**config.mk**
```make
export PLATFORM = sky130hd
export DESIGN_NAME = sram_ctrl_flat
export DESIGN_NICKNAME = d
export VERILOG_FILES = /design/src/rtl/sram_ctrl_pkg.sv /design/src/rtl/sram_ctrl_if.sv /design/src/rtl/sram_ctrl_phase_counter.sv /design/src/rtl/sram_ctrl.sv /design/src/flat_wrapper.sv
export SDC_FILE = /design/constraint.sdc
export NUM_CORES = 1
export LEC_CHECK = 0
export CAP_MARGIN = 10
export CORE_MARGIN = 2
export CORE_UTILIZATION = 47
export DETAILED_ROUTE_END_ITERATION = 8
export PLACE_DENSITY = 0.95
export REMOVE_ABC_BUFFERS = 1
export SYNTH_ARGS = -nofsm -noshare
export SYNTH_HDL_FRONTEND = slang
export SYNTH_SLANG_ARGS = --single-unit
```
**constraint.sdc**
```tcl
create_clock -name clk -period 5.2 [get_ports clk]
set_input_delay 0.52 -clock clk [delete_from_list [all_inputs] [get_ports clk]]
set_output_delay 0.52 -clock clk [all_outputs]
set_load 0.05 [all_outputs]
```
**src/rtl/sram_ctrl_pkg.sv**
```systemverilog
// Shared types and constants for the MEM-stage SRAM controller.
package sram_ctrl_pkg;

  localparam int SRAM_AW = 18;
  localparam int SRAM_DW = 16;

  localparam logic [31:0] DEFAULT_BASE_ADDR = 32'd1024;

  // IDLE waits for a request, LO/HI each move one 16-bit half, DONE reports completion.
  typedef enum logic [1:0] {
    S_IDLE = 2'd0,
    S_LO   = 2'd1,
    S_HI   = 2'd2,
    S_DONE = 2'd3
  } state_t;

endpackage

```
**src/rtl/sram_ctrl_if.sv**
```systemverilog
// CPU request/response and SRAM bus signals of the controller.
import sram_ctrl_pkg::*;

interface sram_ctrl_if;
  logic               wr_en;
  logic               rd_en;
  logic [31:0]        addr;
  logic [31:0]        wdata;
  logic [31:0]        rdata;
  logic               ready;
  logic [SRAM_AW-1:0] sram_addr;
  logic [SRAM_DW-1:0] sram_dq_out;
  logic               sram_dq_oe;
  logic [SRAM_DW-1:0] sram_dq_in;
  logic               sram_we_n;

  // Pipeline side plus the SRAM device model.
  modport master (
    output wr_en, rd_en, addr, wdata, sram_dq_in,
    input  rdata, ready, sram_addr, sram_dq_out, sram_dq_oe, sram_we_n
  );

  // The controller itself.
  modport slave (
    input  wr_en, rd_en, addr, wdata, sram_dq_in,
    output rdata, ready, sram_addr, sram_dq_out, sram_dq_oe, sram_we_n
  );
endinterface

```
**src/rtl/sram_ctrl_phase_counter.sv**
```systemverilog
// Cycle counter for one half-access phase; flags the final cycle of the phase.
module phase_counter #(
  parameter int PHASE_CYCLES = 2
) (
  input  logic clk,
  input  logic rst,
  input  logic load,
  input  logic en,
  output logic last
);

  logic [3:0] count;

  // Reload to zero on phase entry, otherwise count while a phase is active.
  always_ff @(posedge clk or posedge rst) begin
    if (rst) begin
      count <= 4'd0;
    end else if (load) begin
      count <= 4'd0;
    end else if (en) begin
      count <= count + 4'd1;
    end
  end

  assign last = (count == 4'(PHASE_CYCLES - 1));

endmodule

```
**src/rtl/sram_ctrl.sv**
```systemverilog
// Splits a 32-bit load/store into two 16-bit SRAM accesses, stalling the pipeline meanwhile.
import sram_ctrl_pkg::*;

module sram_ctrl #(
  parameter logic [31:0] BASE_ADDR    = DEFAULT_BASE_ADDR,
  parameter int          PHASE_CYCLES = 2
) (
  input  logic        clk,
  input  logic        rst,
  sram_ctrl_if.slave  bus
);

  state_t      state;
  state_t      state_next;
  logic        load;
  logic        phase_en;
  logic        last;
  logic        req;
  logic        op_wr;
  logic [16:0] word_idx;
  logic [31:0] wdata_hold;
  logic [18:0] off;

  assign req      = bus.wr_en | bus.rd_en;
  assign off      = bus.addr[18:0] - BASE_ADDR[18:0];
  assign phase_en = (state == S_LO) || (state == S_HI);

  phase_counter #(.PHASE_CYCLES(PHASE_CYCLES)) u_phase (
    .clk  (clk),
    .rst  (rst),
    .load (load),
    .en   (phase_en),
    .last (last)
  );

  // State register; reset abandons any access in flight.
  always_ff @(posedge clk or posedge rst) begin
    if (rst) state <= S_IDLE;
    else     state <= state_next;
  end

  // Next state; the counter reloads whenever LO or HI is entered.
  always_comb begin
    state_next = state;
    load       = 1'b0;
    case (state)
      S_IDLE: if (req) begin
        state_next = S_LO;
        load       = 1'b1;
      end
      S_LO: if (last) begin
        state_next = S_HI;
        load       = 1'b1;
      end
      S_HI:   if (last) state_next = S_DONE;
      S_DONE: state_next = S_IDLE;
      default: state_next = S_IDLE;
    endcase
  end

  // Capture the request at acceptance; a simultaneous read is dropped in favour of the write.
  always_ff @(posedge clk or posedge rst) begin
    if (rst) begin
      op_wr      <= 1'b0;
      word_idx   <= 17'd0;
      wdata_hold <= 32'd0;
    end else if (state == S_IDLE && req) begin
      op_wr      <= bus.wr_en;
      word_idx   <= off[18:2];
      wdata_hold <= bus.wdata;
    end
  end

  // Read halves are sampled on the final cycle of each phase.
  always_ff @(posedge clk or posedge rst) begin
    if (rst) begin
      bus.rdata <= 32'd0;
    end else if (!op_wr && last) begin
      if (state == S_LO) bus.rdata[15:0]  <= bus.sram_dq_in;
      if (state == S_HI) bus.rdata[31:16] <= bus.sram_dq_in;
    end
  end

  // Bus outputs; the last write cycle of a phase holds data with the strobe released.
  always_comb begin
    bus.ready       = 1'b0;
    bus.sram_addr   = '0;
    bus.sram_dq_out = '0;
    bus.sram_dq_oe  = 1'b0;
    bus.sram_we_n   = 1'b1;
    case (state)
      S_IDLE: bus.ready = ~req;
      S_LO: begin
        bus.sram_addr = {word_idx, 1'b0};
        if (op_wr) begin
          bus.sram_dq_out = wdata_hold[15:0];
          bus.sram_dq_oe  = 1'b1;
          bus.sram_we_n   = last;
        end
      end
      S_HI: begin
        bus.sram_addr = {word_idx, 1'b1};
        if (op_wr) begin
          bus.sram_dq_out = wdata_hold[31:16];
          bus.sram_dq_oe  = 1'b1;
          bus.sram_we_n   = last;
        end
      end
      S_DONE: bus.ready = 1'b1;
      default: bus.ready = 1'b0;
    endcase
  end

endmodule

```
**src/flat_wrapper.sv**
```systemverilog
// flat-port wrapper written by rule: the top's interface ports become plain ports
module sram_ctrl_flat 
#(
  parameter logic [31:0] BASE_ADDR    = DEFAULT_BASE_ADDR,
  parameter int          PHASE_CYCLES = 2
)
  (clk, rst, bus_wr_en, bus_rd_en, bus_addr, bus_wdata, bus_sram_dq_in, bus_rdata, bus_ready, bus_sram_addr, bus_sram_dq_out, bus_sram_dq_oe, bus_sram_we_n);
  sram_ctrl_if bus_i ();
  input  logic clk;
  input  logic rst;
  input wire logic [$bits(bus_i.wr_en)-1:0] bus_wr_en;
  input wire logic [$bits(bus_i.rd_en)-1:0] bus_rd_en;
  input wire logic [$bits(bus_i.addr)-1:0] bus_addr;
  input wire logic [$bits(bus_i.wdata)-1:0] bus_wdata;
  input wire logic [$bits(bus_i.sram_dq_in)-1:0] bus_sram_dq_in;
  output wire logic [$bits(bus_i.rdata)-1:0] bus_rdata;
  output wire logic [$bits(bus_i.ready)-1:0] bus_ready;
  output wire logic [$bits(bus_i.sram_addr)-1:0] bus_sram_addr;
  output wire logic [$bits(bus_i.sram_dq_out)-1:0] bus_sram_dq_out;
  output wire logic [$bits(bus_i.sram_dq_oe)-1:0] bus_sram_dq_oe;
  output wire logic [$bits(bus_i.sram_we_n)-1:0] bus_sram_we_n;
  assign bus_i.wr_en = bus_wr_en;
  assign bus_i.rd_en = bus_rd_en;
  assign bus_i.addr = bus_addr;
  assign bus_i.wdata = bus_wdata;
  assign bus_i.sram_dq_in = bus_sram_dq_in;
  assign bus_rdata = bus_i.rdata;
  assign bus_ready = bus_i.ready;
  assign bus_sram_addr = bus_i.sram_addr;
  assign bus_sram_dq_out = bus_i.sram_dq_out;
  assign bus_sram_dq_oe = bus_i.sram_dq_oe;
  assign bus_sram_we_n = bus_i.sram_we_n;
  sram_ctrl #(.BASE_ADDR(BASE_ADDR), .PHASE_CYCLES(PHASE_CYCLES)) u_core (.clk(clk), .rst(rst), .bus(bus_i));
endmodule
```
==> out/metrics.yaml <==
sta:
  post-route-min-period_ps: 4091
  worst_pin_slew_ps: 1092
  setup_viol: 0
  whs_ps: 477.3
  tns_ps: 0
  fmax_ghz: 0.2444
  rsz0062_at_grt: "no"
  timing.final.crit_share: 0.7867
  finalHoldViolations: 0
  finalWorstSetupSlack_ps: 1109
  relSlewSlack: 0.2690
  fin_skew_ps: 9.132
  slew_violations: 0
outcome:
  status: "completed"
placed_design:
  io_buffers: 137
  place_hpwl_um: 6446
  post-place-ws_ps: 1441
  gp_congestion: 0.8425
  dpl-instance-area_um2: 5351
logic_synthesis:
  synth-seq-cells: 88
  synth.largest_area_cell: "dfrtp_1"
  yosysUniqueCellTypes: 34
  synth_edf_count: 0
  syn_area_per_cell_um2: 9.987
  ys_top_cells_by_area: "dfrtp_1, nand2_1, mux2_2"
  synth_top_area_frac: 0.5639
  syn_inst: 391
  syn_area_um2: 3905
  synth-main-ff-cell: "dfrtp_1"
  seq_area_frac_synth: 0.5639
  synth_commonest_cells: "nand2_1, dfrtp_1, mux2_2"
  async_reset_ff_frac: 1.000
  yosysMostFrequentCell: "nand2_1"
  yosysWarnings: 0
clock_network:
  clock_latency_ps: 350
  cts_resized: 0
  cts_buffers: 9
  hold_buffers: 0
  clockBufferDepth: 2
  cts_tree: "built"
  clkTransAtPathRegs_ps: 80
  cts.sinks: 88
  htree_levels: 3
  cts_setup_buffers: 0
  root_buffer: "clkbuf_8"
global_route:
  overflow: 0
  grt_first_pass_wirelength_um: 14920
  grt_pass1_vias: 3156
  grt_usage: 0.2109
  grt_start_max_net_pins: 89
  antenna_found_initial: 0
floorplanning:
  dieArea_um2: 9054
  die_w_um: 95.15
  dieHeight_um: 95.15
  core_area_um2: 8134
  initial_utilization: 0.4801
  ios: 153
  num_rows: 33
cells_and_area:
  num_antenna_cells: 0
  nets: 612
  post_route_cells_drive_above_1_share: 0.1143
  design_area_um2: 5533
  area_delta_synth_final_pct: 41.69
  fillers: 578
pwr:
  p_per_area_nw_per_um2: 719.9
  peakVddDrop_mv: 0.4258
  leakage_nw: 2.473
critical_path:
  critPathTopFamily: "simple AND/OR/NAND/NOR gates"
  cp.arrival_ps: 3570
  crit_cells: 6
  reg2reg_setup_slack_ps: 2960
  cp-start-kind: "flip-flop"
  setup.worst_path.end: "bus_sram_addr[3]"
  r2r_start: "u_core.state[0]$_DFFE_PP0P_"
  timing.critical_path.buf_inv: 2
  critPathMaxStageDelay_ps: 810
  cp_max_fo: 20
  path_class: "flip-flop to primary output"
  critPathLaunch: "u_core.state[0]$_DFFE_PP0P_"
  rr_worst_depth: 4
  r2r_end: "u_core.bus.rdata[28]$_DFFE_PP0P_"
  crit_required_ps: 4680
  end_kind: "primary output"
  crit_path_top_delay_cell: "clkdlybuf4s50_1"
  crit_path_cell_trace: "inv_1 -> ha_1 -> nor2_1 -> nor2b_1 -> and2_1 -> clkdlybuf4s50_1"
routing:
  drtIter0Drc: 123
  drc: 0
  vias_per_cell: 5.059
  avgRoutedWirePerCell_um: 14.78
  routed-via-count: 3187
  routed_wl_um: 9314
  first_pass_iters: 4
  antenna_left: 0
min_path:
  hold_class: "flip-flop to flip-flop"
run:
  max-cap-violations: 0
## logic make-up after synthesis
logic type	share of synthesized area
XOR/XNOR	0.008973
flip-flops	0.5639
buffers and inverters	0.02659
adder cells (fa/ha/maj)	0.02563
AND/OR/NAND/NOR	0.2166
multiplexers	0.09516
AO/OA/AOI/OAI	0.06312
## per-stage QoR
stage,power (W),utilization,cells
after detailed placement,0.003570,0.6579,614
after global placement,0.003491,0.6579,614
after global routing,0.004216,0.6802,630
after CTS,0.004008,0.6802,630
final,0.003983,0.6802,630
after floorplan,0.002789,-,371
## worst reg2reg max path, delay by kind of cell (launching register included)
kind | cells | cell delay (ps)
mux | 1 | 420
fa+ha+maj | 1 | 690
buf+inv | 1 | 130
flops | 1 | 410
simple gates | 1 | 480
## sequential cells by signal, indices dropped and copies added (netlist names)
signal                count
u_core.bus.rdata         32
u_core.op_wr              1
u_core.state              2
u_core.u_phase.count      4
u_core.wdata_hold        32
u_core.word_idx          17
## power by group
group | switching [W] | leakage (nW) | internal [W]
logic | 0.00152 | 1.32 | 0.000817
clock network | 0.000240 | 0.0926 | 0.000188
registers | 0.000190 | 1.06 | 0.00103
total | 0.00195 | 2.47 | 0.00203
## worst min-delay path by stage
stage | from | endpoint | slack, ps | cells past startpoint
2_1_floorplan | u_core.word_idx[0]$_DFFE_PP0P_ | u_core.word_idx[0]$_DFFE_PP0P_ | 440 | 2
3_3_place_gp | u_core.word_idx[4]$_DFFE_PP0P_ | u_core.word_idx[4]$_DFFE_PP0P_ | 450 | 2
3_5_place_dp | u_core.word_idx[2]$_DFFE_PP0P_ | u_core.word_idx[2]$_DFFE_PP0P_ | 460 | 2
4_1_cts | u_core.word_idx[2]$_DFFE_PP0P_ | u_core.word_idx[2]$_DFFE_PP0P_ | 480 | 2
5_1_grt | u_core.word_idx[5]$_DFFE_PP0P_ | u_core.word_idx[5]$_DFFE_PP0P_ | 500 | 2
6_report | u_core.word_idx[2]$_DFFE_PP0P_ | u_core.word_idx[2]$_DFFE_PP0P_ | 480 | 2
## metal layers
metal / routed length, µm / GRT usage / part of all wire
met1: 3805 / 0.2711 / 0.41
met2: 4844 / 0.3568 / 0.52
met3: 500 / 0.03636 / 0.054
met4: 163 / 0.08092 / 0.018
met5: 0 / 0 / 0
## final cells by class
type | instances | area (µm²) | area share
Clock buffer | 10 | 137.6 | 0.02488
Clock inverter | 6 | 43.79 | 0.007915
Sequential cell | 88 | 2202 | 0.3980
Inverter | 7 | 27.53 | 0.004975
Tap cell | 105 | 131.4 | 0.02374
Timing Repair Buffer | 138 | 1379 | 0.2492
Multi-Input combinational cell | 276 | 1612 | 0.2913
## layout by cell type (no fill, tap or decap), types with 2 or more instances in the layout
cell type / instances
nor2_1: 29
or3_1: 3
a31oi_1: 6
o31ai_1: 2
nand2b_1: 2
dfrtp_1: 88
clkinv_2: 3
a22oi_1: 16
clkinv_4: 2
mux2_2: 33
xor2_1: 2
nand2_2: 2
nand2_1: 130
or4_1: 2
inv_1: 6
nor3b_1: 3
o21ai_0: 5
clkbuf_8: 10
ha_1: 8
xnor2_1: 2
and2_1: 17
clkdlybuf4s50_1: 137
Power figures use the tool's default switching activity.
